--- config.mk ---
export PLATFORM = sky130hd
export DESIGN_NAME = hazard_stall_ctrl_flat
export DESIGN_NICKNAME = d
export VERILOG_FILES = /design/src/rtl/hazard_stall_ctrl_if.sv /design/src/rtl/hazard_stall_ctrl.sv /design/src/flat_wrapper.sv
export SDC_FILE = /design/constraint.sdc
export NUM_CORES = 1
export LEC_CHECK = 0
export CORE_MARGIN = 1.5
export CORE_UTILIZATION = 49
export DETAILED_ROUTE_END_ITERATION = 10
export MAX_ROUTING_LAYER = met4
export PLACE_DENSITY = 0.8
export SETUP_SLACK_MARGIN = 0.4
export SYNTH_ARGS = -nofsm -noshare
export SYNTH_HDL_FRONTEND = slang
export SYNTH_SLANG_ARGS = --single-unit
--- constraint.sdc ---
create_clock -name clk -period 2.3 [get_ports clk]
set_input_delay 0.46 -clock clk [delete_from_list [all_inputs] [get_ports clk]]
set_output_delay 0.46 -clock clk [all_outputs]
set_load 0.01 [all_outputs]
--- src/rtl/hazard_stall_ctrl_if.sv ---
// Bundle between the hazard/stall controller and the pipeline datapath.
// The master side drives hazard sources and the slave side returns pipeline controls.
interface hazard_stall_ctrl_if #(
  parameter int unsigned CNT_W = 32
);
  logic [4:0]       id_rs1;
  logic [4:0]       id_rs2;
  logic             id_use_rs1;
  logic             id_use_rs2;
  logic [4:0]       ex_rd;
  logic             ex_is_load;
  logic             ex_pcsel;
  logic             dmem_busy;
  logic             cnt_clr;
  logic             pc_write;
  logic             if_id_write;
  logic             if_id_flush;
  logic             bubble_sel;
  logic             pipe_hold;
  logic [CNT_W-1:0] stall_cnt;
  logic [CNT_W-1:0] flush_cnt;

  modport master (
    output id_rs1, id_rs2, id_use_rs1, id_use_rs2, ex_rd, ex_is_load,
           ex_pcsel, dmem_busy, cnt_clr,
    input  pc_write, if_id_write, if_id_flush, bubble_sel, pipe_hold,
           stall_cnt, flush_cnt
  );

  modport slave (
    input  id_rs1, id_rs2, id_use_rs1, id_use_rs2, ex_rd, ex_is_load,
           ex_pcsel, dmem_busy, cnt_clr,
    output pc_write, if_id_write, if_id_flush, bubble_sel, pipe_hold,
           stall_cnt, flush_cnt
  );
endinterface

--- src/rtl/hazard_stall_ctrl.sv ---
// Load-use / taken-branch hazard controller for the 5-stage RV32 pipe.
// Pipeline enables are combinational so a hazard takes effect in the same cycle it is seen.
module hazard_stall_ctrl #(
  parameter int unsigned LOAD_BUBBLES = 1,
  parameter int unsigned FLUSH_CYCLES = 1,
  parameter int unsigned CNT_W        = 32
) (
  input logic                clk,
  input logic                rst,
  hazard_stall_ctrl_if.slave bus
);

  typedef enum logic [1:0] {RUN, LSTALL, FLUSH} state_t;

  localparam int unsigned REM_W = 4;

  state_t           state, state_nxt;
  logic [REM_W-1:0] rem, rem_nxt;
  logic             hazard;
  logic             stall_inc, flush_inc;
  logic [CNT_W-1:0] stall_q, flush_q;

  assign hazard = bus.ex_is_load && (bus.ex_rd != 5'd0) &&
                  ((bus.id_use_rs1 && (bus.id_rs1 == bus.ex_rd)) ||
                   (bus.id_use_rs2 && (bus.id_rs2 == bus.ex_rd)));

  always_ff @(posedge clk or posedge rst) begin
    if (rst) begin
      state <= RUN;
      rem   <= '0;
    end else begin
      state <= state_nxt;
      rem   <= rem_nxt;
    end
  end

  // Priority: memory busy freezes everything, then flush, then load-use stall.
  always_comb begin
    state_nxt       = state;
    rem_nxt         = rem;
    bus.pc_write    = 1'b1;
    bus.if_id_write = 1'b1;
    bus.if_id_flush = 1'b0;
    bus.bubble_sel  = 1'b0;
    bus.pipe_hold   = 1'b0;
    stall_inc       = 1'b0;
    flush_inc       = 1'b0;
    if (rst) begin
      bus.pc_write    = 1'b0;
      bus.if_id_write = 1'b0;
      bus.if_id_flush = 1'b1;
      bus.bubble_sel  = 1'b1;
    end else if (bus.dmem_busy) begin
      bus.pipe_hold   = 1'b1;
      bus.pc_write    = 1'b0;
      bus.if_id_write = 1'b0;
      stall_inc       = 1'b1;
    end else begin
      case (state)
        RUN: begin
          if (bus.ex_pcsel) begin
            // Wrong-path ID instruction: any load-use match is discarded.
            bus.if_id_flush = 1'b1;
            bus.bubble_sel  = 1'b1;
            flush_inc       = 1'b1;
            if (FLUSH_CYCLES > 1) begin
              state_nxt = FLUSH;
              rem_nxt   = REM_W'(FLUSH_CYCLES - 1);
            end
          end else if (hazard) begin
            bus.pc_write    = 1'b0;
            bus.if_id_write = 1'b0;
            bus.bubble_sel  = 1'b1;
            stall_inc       = 1'b1;
            if (LOAD_BUBBLES > 1) begin
              state_nxt = LSTALL;
              rem_nxt   = REM_W'(LOAD_BUBBLES - 1);
            end
          end
        end
        LSTALL: begin
          bus.pc_write    = 1'b0;
          bus.if_id_write = 1'b0;
          bus.bubble_sel  = 1'b1;
          stall_inc       = 1'b1;
          rem_nxt         = rem - REM_W'(1);
          if (rem == REM_W'(1)) state_nxt = RUN;
        end
        FLUSH: begin
          bus.if_id_flush = 1'b1;
          bus.bubble_sel  = 1'b1;
          rem_nxt         = rem - REM_W'(1);
          if (rem == REM_W'(1)) state_nxt = RUN;
        end
        default: begin
          state_nxt = RUN;
          rem_nxt   = '0;
        end
      endcase
    end
  end

  // Saturating performance counters; clear beats increment.
  always_ff @(posedge clk or posedge rst) begin
    if (rst) begin
      stall_q <= '0;
      flush_q <= '0;
    end else if (bus.cnt_clr) begin
      stall_q <= '0;
      flush_q <= '0;
    end else begin
      if (stall_inc && (stall_q != {CNT_W{1'b1}})) stall_q <= stall_q + CNT_W'(1);
      if (flush_inc && (flush_q != {CNT_W{1'b1}})) flush_q <= flush_q + CNT_W'(1);
    end
  end

  assign bus.stall_cnt = stall_q;
  assign bus.flush_cnt = flush_q;

endmodule
--- src/flat_wrapper.sv ---
// flat-port wrapper written by rule: the top's interface ports become plain ports
module hazard_stall_ctrl_flat 
#(
  parameter int unsigned LOAD_BUBBLES = 1,
  parameter int unsigned FLUSH_CYCLES = 1,
  parameter int unsigned CNT_W        = 32
)
  (clk, rst, bus_id_rs1, bus_id_rs2, bus_id_use_rs1, bus_id_use_rs2, bus_ex_rd, bus_ex_is_load, bus_ex_pcsel, bus_dmem_busy, bus_cnt_clr, bus_pc_write, bus_if_id_write, bus_if_id_flush, bus_bubble_sel, bus_pipe_hold, bus_stall_cnt, bus_flush_cnt);
  hazard_stall_ctrl_if #(.CNT_W(CNT_W)) bus_i ();
  input logic clk;
  input logic rst;
  input wire logic [$bits(bus_i.id_rs1)-1:0] bus_id_rs1;
  input wire logic [$bits(bus_i.id_rs2)-1:0] bus_id_rs2;
  input wire logic [$bits(bus_i.id_use_rs1)-1:0] bus_id_use_rs1;
  input wire logic [$bits(bus_i.id_use_rs2)-1:0] bus_id_use_rs2;
  input wire logic [$bits(bus_i.ex_rd)-1:0] bus_ex_rd;
  input wire logic [$bits(bus_i.ex_is_load)-1:0] bus_ex_is_load;
  input wire logic [$bits(bus_i.ex_pcsel)-1:0] bus_ex_pcsel;
  input wire logic [$bits(bus_i.dmem_busy)-1:0] bus_dmem_busy;
  input wire logic [$bits(bus_i.cnt_clr)-1:0] bus_cnt_clr;
  output wire logic [$bits(bus_i.pc_write)-1:0] bus_pc_write;
  output wire logic [$bits(bus_i.if_id_write)-1:0] bus_if_id_write;
  output wire logic [$bits(bus_i.if_id_flush)-1:0] bus_if_id_flush;
  output wire logic [$bits(bus_i.bubble_sel)-1:0] bus_bubble_sel;
  output wire logic [$bits(bus_i.pipe_hold)-1:0] bus_pipe_hold;
  output wire logic [$bits(bus_i.stall_cnt)-1:0] bus_stall_cnt;
  output wire logic [$bits(bus_i.flush_cnt)-1:0] bus_flush_cnt;
  assign bus_i.id_rs1 = bus_id_rs1;
  assign bus_i.id_rs2 = bus_id_rs2;
  assign bus_i.id_use_rs1 = bus_id_use_rs1;
  assign bus_i.id_use_rs2 = bus_id_use_rs2;
  assign bus_i.ex_rd = bus_ex_rd;
  assign bus_i.ex_is_load = bus_ex_is_load;
  assign bus_i.ex_pcsel = bus_ex_pcsel;
  assign bus_i.dmem_busy = bus_dmem_busy;
  assign bus_i.cnt_clr = bus_cnt_clr;
  assign bus_pc_write = bus_i.pc_write;
  assign bus_if_id_write = bus_i.if_id_write;
  assign bus_if_id_flush = bus_i.if_id_flush;
  assign bus_bubble_sel = bus_i.bubble_sel;
  assign bus_pipe_hold = bus_i.pipe_hold;
  assign bus_stall_cnt = bus_i.stall_cnt;
  assign bus_flush_cnt = bus_i.flush_cnt;
  hazard_stall_ctrl #(.LOAD_BUBBLES(LOAD_BUBBLES), .FLUSH_CYCLES(FLUSH_CYCLES), .CNT_W(CNT_W)) u_core (.clk(clk), .rst(rst), .bus(bus_i));
endmodule
## Word level (Yosys, flattened, before mapping)

Cells that the tools add are included.

| operators by class | value |
|---|---|
| $add $sub $neg | 3 |
| eq/ne operators | 8 |
| multiplexer cells | 30 |
| bitwise logic cells | 3 |
| reductions and logical operators | 14 |

Operator list:

| cell | count |
|---|---|
| 32-bit 2-to-1 mux | 4 |
| 32-bit by 1-bit adder with 32-bit output (second input constant) | 2 |
| 32-bit != test (second input constant) | 2 |
| 1-bit 2-to-1 mux | 19 |
| 5-bit equality test | 2 |
| 1-bit case mux with 2 select lines | 4 |
| 4-bit case mux with 2 select lines | 1 |
| 1-bit logical AND | 6 |
| 5-bit nonzero test | 1 |
| 4-bit by 1-bit equality test with 1-bit output (second input constant) | 1 |
| 2-bit case mux with 2 select lines | 1 |
| 4-bit AND reduction | 1 |
| 2-bit nonzero test | 2 |
| 4-bit by 1-bit subtractor with 4-bit output (second input constant) | 1 |
| 1-bit NOT | 3 |
| 3-bit AND reduction | 1 |
| 2-bit by 1-bit equality test with 1-bit output (second input constant) | 1 |
| 2-bit equality test (second input constant) | 1 |
| 2-bit zero test | 1 |
| 2-bit 2-to-1 mux | 1 |
| 2-bit by 1-bit != test with 1-bit output (second input constant) | 1 |
| 2-bit OR reduction | 1 |
| 1-bit logical OR | 1 |

| word-level totals | value |
|---|---|
| bits in registers | 70 |
| input bits | 23 |
| output and inout bits | 69 |
| word-level logic and storage cells | 62 |

## Longest topological paths before layout

| depth | value |
|---|---|
| word-level depth | 12 |
| depth in mapped cells | 9 |
| depth with buffers taken out | 8 |

## Worst setup path after synthesis

No wires, ideal clock.

| timing | value |
|---|---|
| path kind | input-to-output |
| start point | input port bus_ex_rd[0] |
| end point | output port bus_pc_write |
| arrival | 1.802 ns |
| required time | 1.840 ns |
| slack | 0.038 ns |
| stages on the path | 6 |
| path buffers | 1 |
| cell sequence | or4_1 > o21a_1 > nand2_1 > nor2_1 > nor3_1 > buf_4 |

| between the ends | value |
|---|---|
| cells in the longest elaborated chain, start to end | 9 |
| elaborated cells on any way between the ends | 13 |
| classes of those cells | eq/ne (2); mux (5); reduce/logical (6) |

Ends and longest elaborated chain:

| what | RTL line | RTL |
|---|---|---|
| from (decl) | flat_wrapper.sv:16 | `input wire logic [$bits(bus_i.ex_rd)-1:0] bus_ex_rd;` |
| 5-bit equality test (on tied branches) | hazard_stall_ctrl.sv:24, hazard_stall_ctrl.sv:25 |  |
| 1-bit logical AND (on tied branches) | hazard_stall_ctrl.sv:24, hazard_stall_ctrl.sv:25 |  |
| 1-bit logical OR | hazard_stall_ctrl.sv:24 | `((bus.id_use_rs1 && (bus.id_rs1 == bus.ex_rd)) \|\|` |
| 1-bit logical AND * | hazard_stall_ctrl.sv:23 | `assign hazard = bus.ex_is_load && (bus.ex_rd != 5'd0) &&` |
| 1-bit 2-to-1 mux * (2 in series) | - |  |
| 1-bit case mux with 2 select lines * | - |  |
| 1-bit 2-to-1 mux * (2 in series) | - |  |
| to (decl) | flat_wrapper.sv:21 | `output wire logic [$bits(bus_i.pc_write)-1:0] bus_pc_write;` |

Every way passes the cells marked *; elsewhere a longest branch is shown, timed or not.

## Worst setup path in the final report

| timing | value |
|---|---|
| start point | input port bus_ex_rd[0] |
| end point | register u_core.stall_q[14] (netlist: u_core.bus.stall_cnt[14]) |

| between the ends | value |
|---|---|
| cells in the longest elaborated chain, start to end | 11 |
| elaborated cells on any way between the ends | 15 |
| classes of those cells | eq/ne (2); mux (5); reduce/logical (8) |

Ends and longest elaborated chain:

| what | RTL line | RTL |
|---|---|---|
| 5-bit equality test (on tied branches) | hazard_stall_ctrl.sv:24, hazard_stall_ctrl.sv:25 |  |
| 1-bit logical AND (on tied branches) | hazard_stall_ctrl.sv:24, hazard_stall_ctrl.sv:25 |  |
| 1-bit logical OR | hazard_stall_ctrl.sv:24 |  |
| 1-bit logical AND * | hazard_stall_ctrl.sv:23 |  |
| 1-bit 2-to-1 mux * | hazard_stall_ctrl.sv:70 | `end else if (hazard) begin` |
| 1-bit 2-to-1 mux * | hazard_stall_ctrl.sv:61 | `if (bus.ex_pcsel) begin` |
| 1-bit case mux with 2 select lines * | hazard_stall_ctrl.sv:59 | `case (state)` |
| 1-bit 2-to-1 mux * | hazard_stall_ctrl.sv:53 | `end else if (bus.dmem_busy) begin` |
| 1-bit 2-to-1 mux * | hazard_stall_ctrl.sv:48 | `if (rst) begin` |
| 1-bit logical AND * | hazard_stall_ctrl.sv:112 | `if (stall_inc && (stall_q != {CNT_W{1'b1}})) stall_q <= stall_q + CNT_W'(1);` |
| 2-bit nonzero test (no line) * | - |  |
| to (signal assigned) | hazard_stall_ctrl.sv:112 |  |
| to (decl) | hazard_stall_ctrl.sv:21 | `logic [CNT_W-1:0] stall_q, flush_q;` |

Marked as above.
A chain may end at the register's enable or synchronous reset.

==> results.py <==
metrics = {
    "clocking": {
        "hold_buffers": 0,
        "cts_sinks": 64,
        "clk_path_buf_depth": 2,
        "h-tree-depth": 3,
        "clock_tree.root_cell": "clkbuf_8",
        "clk_pin_slew_worst_paths_ns": 0.08,
        "cts_tree": "built",
        "clock_latency_ns": 0.35,
        "cts_buffers": 9,
    },
    "placed_design": {
        "gp_routability_congestion": 0.819,
        "dp.final_hpwl_mm": 6.12,
        "placed_area_um2": 4850,
        "pre_cts_ws_ns": -0.630,
        "io_buffers": 91,
    },
    "logic_synthesis": {
        "syn_inst": 386,
        "synth.ff_latch_count": 64,
        "synth_area_um2": 3550,
        "yosysWarnings": 0,
        "synth-main-ff-cell": "dfrtp_1",
        "ys_seq_area_share_pct": 45.1,
        "synth_edf_count": 0,
        "synthDistinctLibCells": 41,
        "synth_nets": 411,
        "synth_async_sr_flop_share_pct": 100,
        "synth_area_per_cell_um2": 9.19,
    },
    "sta": {
        "period_share_pct": 96.1,
        "hold_viol_final": 0,
        "finalMaxSlewViolations": 0,
        "setup_tns_ns": 0,
        "worstMarginPinSlew_ns": 0.513,
        "max_freq_ghz": 0.453,
        "max_slew_margin_pct": 65.8,
        "setup_ws_ns": 0.0902,
        "clock-skew-final_ns": 0.0149,
        "final-setup-viol-count": 0,
        "hold_slack_ns": 0.545,
        "rsz0062_at_grt": "yes",
        "fin_crit_ns": 2.21,
    },
    "worst_setup_path": {
        "worstPathCellList": "buf_6 > or4_1 > o21a_1 > buf_4 > buf_6 > a31oi_4 > buf_12 > buf_16 > nor3_1 > xnor2_1 > nor2_1",
        "cp_slowest_stage_delay_ns": 0.51,
        "start_kind": "input port",
        "cp-startpoint": "bus_ex_rd[0]",
        "rr_worst_depth": 10,
        "rrSetupSlack_ns": 0.10,
        "crit_arrival_ns": 2.45,
        "crit_fanout": 6,
        "r2r-end": "u_core.bus.stall_cnt[14]",
        "slowest_stage": "or4_1",
        "worst-path-buf-inv": 5,
        "path_delay_family": "simple AND/OR/NAND/NOR gates",
        "r2r-start": "u_core.bus.stall_cnt[0]",
        "critical_path.endpoint_type": "flip-flop",
        "cpMostUsedCell": "buf_6",
        "critical_path_class": "input port to flip-flop",
        "required_ns": 2.54,
    },
    "cells_and_area": {
        "nets": 586,
        "multiInputGateArea_um2": 2260,
        "layout-drive-gt1-share_pct": 35.9,
        "fillers": 359,
        "finalInstanceArea_um2": 5970,
        "seq_area_um2": 1620,
        "synthToLayoutAreaGrowth_pct": 68.3,
        "diodes": 0,
    },
    "floorplanning": {
        "io_pins": 92,
        "core_area_um2": 6910,
        "die_area_um2": 7760,
        "start_util_pct": 51.4,
        "die_h_um": 88.1,
        "rows": 30,
        "die_x_um": 88.1,
    },
    "routing": {
        "finalWirelength_mm": 12.8,
        "wire_per_inst_um": 19.3,
        "drt_iter0_drc": 306,
        "drt_pre_antenna_iters": 5,
        "antenna_left": 0,
        "drc": 0,
        "viasPerCell": 5.91,
        "vias": 3911,
    },
    "power_and_ir_drop": {
        "vdd_drop_max_mv": 0.319,
        "power.leakage_nw": 2.45,
        "pwr_density_cell_nw_per_um2": 420,
    },
    "global_routing": {
        "track_usage_pct": 28.1,
        "grt_max_degree": 65,
        "grt_pass1_wl_mm": 16.3,
        "grt_antenna_before_repair": 0,
        "grt-ovfl-total": 0,
        "grt_pass1_vias": 3480,
    },
    "worst_hold_path": {
        "hold_path_class": "flip-flop to flip-flop",
        "min-delay-start": "u_core.bus.stall_cnt[28]",
        "hold_depth": 1,
        "min_to": "u_core.bus.stall_cnt[28]",
    },
    "status": {
        "outcome": "finished clean",
    },
    "run": {
        "drv_cap": 0,
    },
}
## routing by layer
metal	share of wire, %	track usage (%)
met5	0	-
met4	3.9	12.6
met3	7.2	5.94
met2	51	44.6
met1	38	34.5
## cell usage in the layout (no fill, tap or decap), types with 4 or more instances in the layout
cell,instances
xnor2_2,5
nor2_2,4
dfrtp_1,48
nand3_1,20
nand2_1,22
buf_4,64
dlymetal6s2s_1,4
o21ai_0,7
nand3_2,8
nor3_4,5
or3_4,4
buf_6,13
or3_1,6
clkbuf_8,11
a21oi_1,8
nor3_2,10
dfrtp_2,16
a21o_1,4
nor2_1,56
a21oi_2,8
nor3_1,8
xor2_1,8
xnor2_1,41
and3_1,8
dlygate4sd2_1,12
buf_2,7
nand4_1,20
nor4_4,7
buf_12,7
inv_1,10
clkdlybuf4s50_1,63
## what timing repair did
action                     in CTS  in global routing
cloned                          3                  0
setup buffers                  23                 30
resized for setup              78                 73
pin swaps                      38                 55
setup endpoints to repair      61                 67
## per-stage QoR
step	total power, W	std cells	util (%)
final	0.00251	662	86.4
after floorplan	0.00124	386	-
after detailed placement	0.00135	590	70.2
after global placement	0.00134	590	70.2
after CTS	0.00247	632	78.6
after global routing	0.00258	662	86.4
## worst max-delay path by stage
stage | slack (ns) | cells after the start | to
2_1_floorplan | 0.17 | 6 | bus_pc_write
3_3_place_gp | -0.58 | 7 | bus_if_id_write
3_5_place_dp | -0.63 | 7 | bus_if_id_write
4_1_cts | 0.09 | 7 | bus_if_id_write
5_1_grt | -0.004 | 9 | u_core.bus.stall_cnt[14]
6_report | 0.09 | 11 | u_core.bus.stall_cnt[14]
## cells in the mapped netlist (8+ instances only)
library cell	n	share of area [%]
nand3_1	26	3.7
nor3_1	20	2.8
nor2_1	61	6.5
o21ai_0	10	1.4
a21oi_1	16	2.3
xor2_1	9	2.2
and3_1	8	1.4
or3_1	10	1.8
inv_1	11	1.2
xnor2_1	46	11
nand4_1	20	3.5
nand2_1	25	2.6
dfrtp_1	64	45
## worst reg2reg max path: stages (launching register included)
cell and delay [ns]:
dfrtp_1 0.37, ha_1 0.23, nand4_1 0.21, nor2_2 0.24
nand3_2 0.14, nor2_4 0.23, buf_12 0.16, buf_12 0.14
nor3_1 0.08, xnor2_1 0.21, nor2_1 0.09
## flip-flops by register name, summed over array words and instances (netlist names)
register / cells
u_core.bus.flush_cnt: 32
u_core.bus.stall_cnt: 32
## power by group
part / leakage [nW] / internal, W / switching (W) / total, W
clock: 0.114 / 0.000670 / 0.000459 / 0.00113
sequential: 0.866 / 0.00113 / 0.00000420 / 0.00113
combinational: 1.47 / 0.000119 / 0.000127 / 0.000246
total: 2.45 / 0.00192 / 0.000590 / 0.00251
## final cells by class
type	instances	share of cell area [%]
clock inverters	3	1.09
multi-input cells	299	37.9
inverters	11	0.755
flip-flops and latches	64	27.2
clock buffers	13	2.66
repair buffers	176	28.4
well taps	96	2.01
## logic make-up (layout without fill, tap and decap cells)
logic type | Yosys count | in the layout | synth area share [%]
compound gates | 37 | 37 | 6.38
xor+xnor | 55 | 55 | 13.6
fa+ha+maj | 2 | 2 | 0.705
buf+inv | 23 | 203 | 2.72
flops | 64 | 64 | 45.2
mux | 2 | 2 | 0.564
simple gates | 203 | 203 | 30.9
Note: power is estimated with default switching activity, not from simulation.
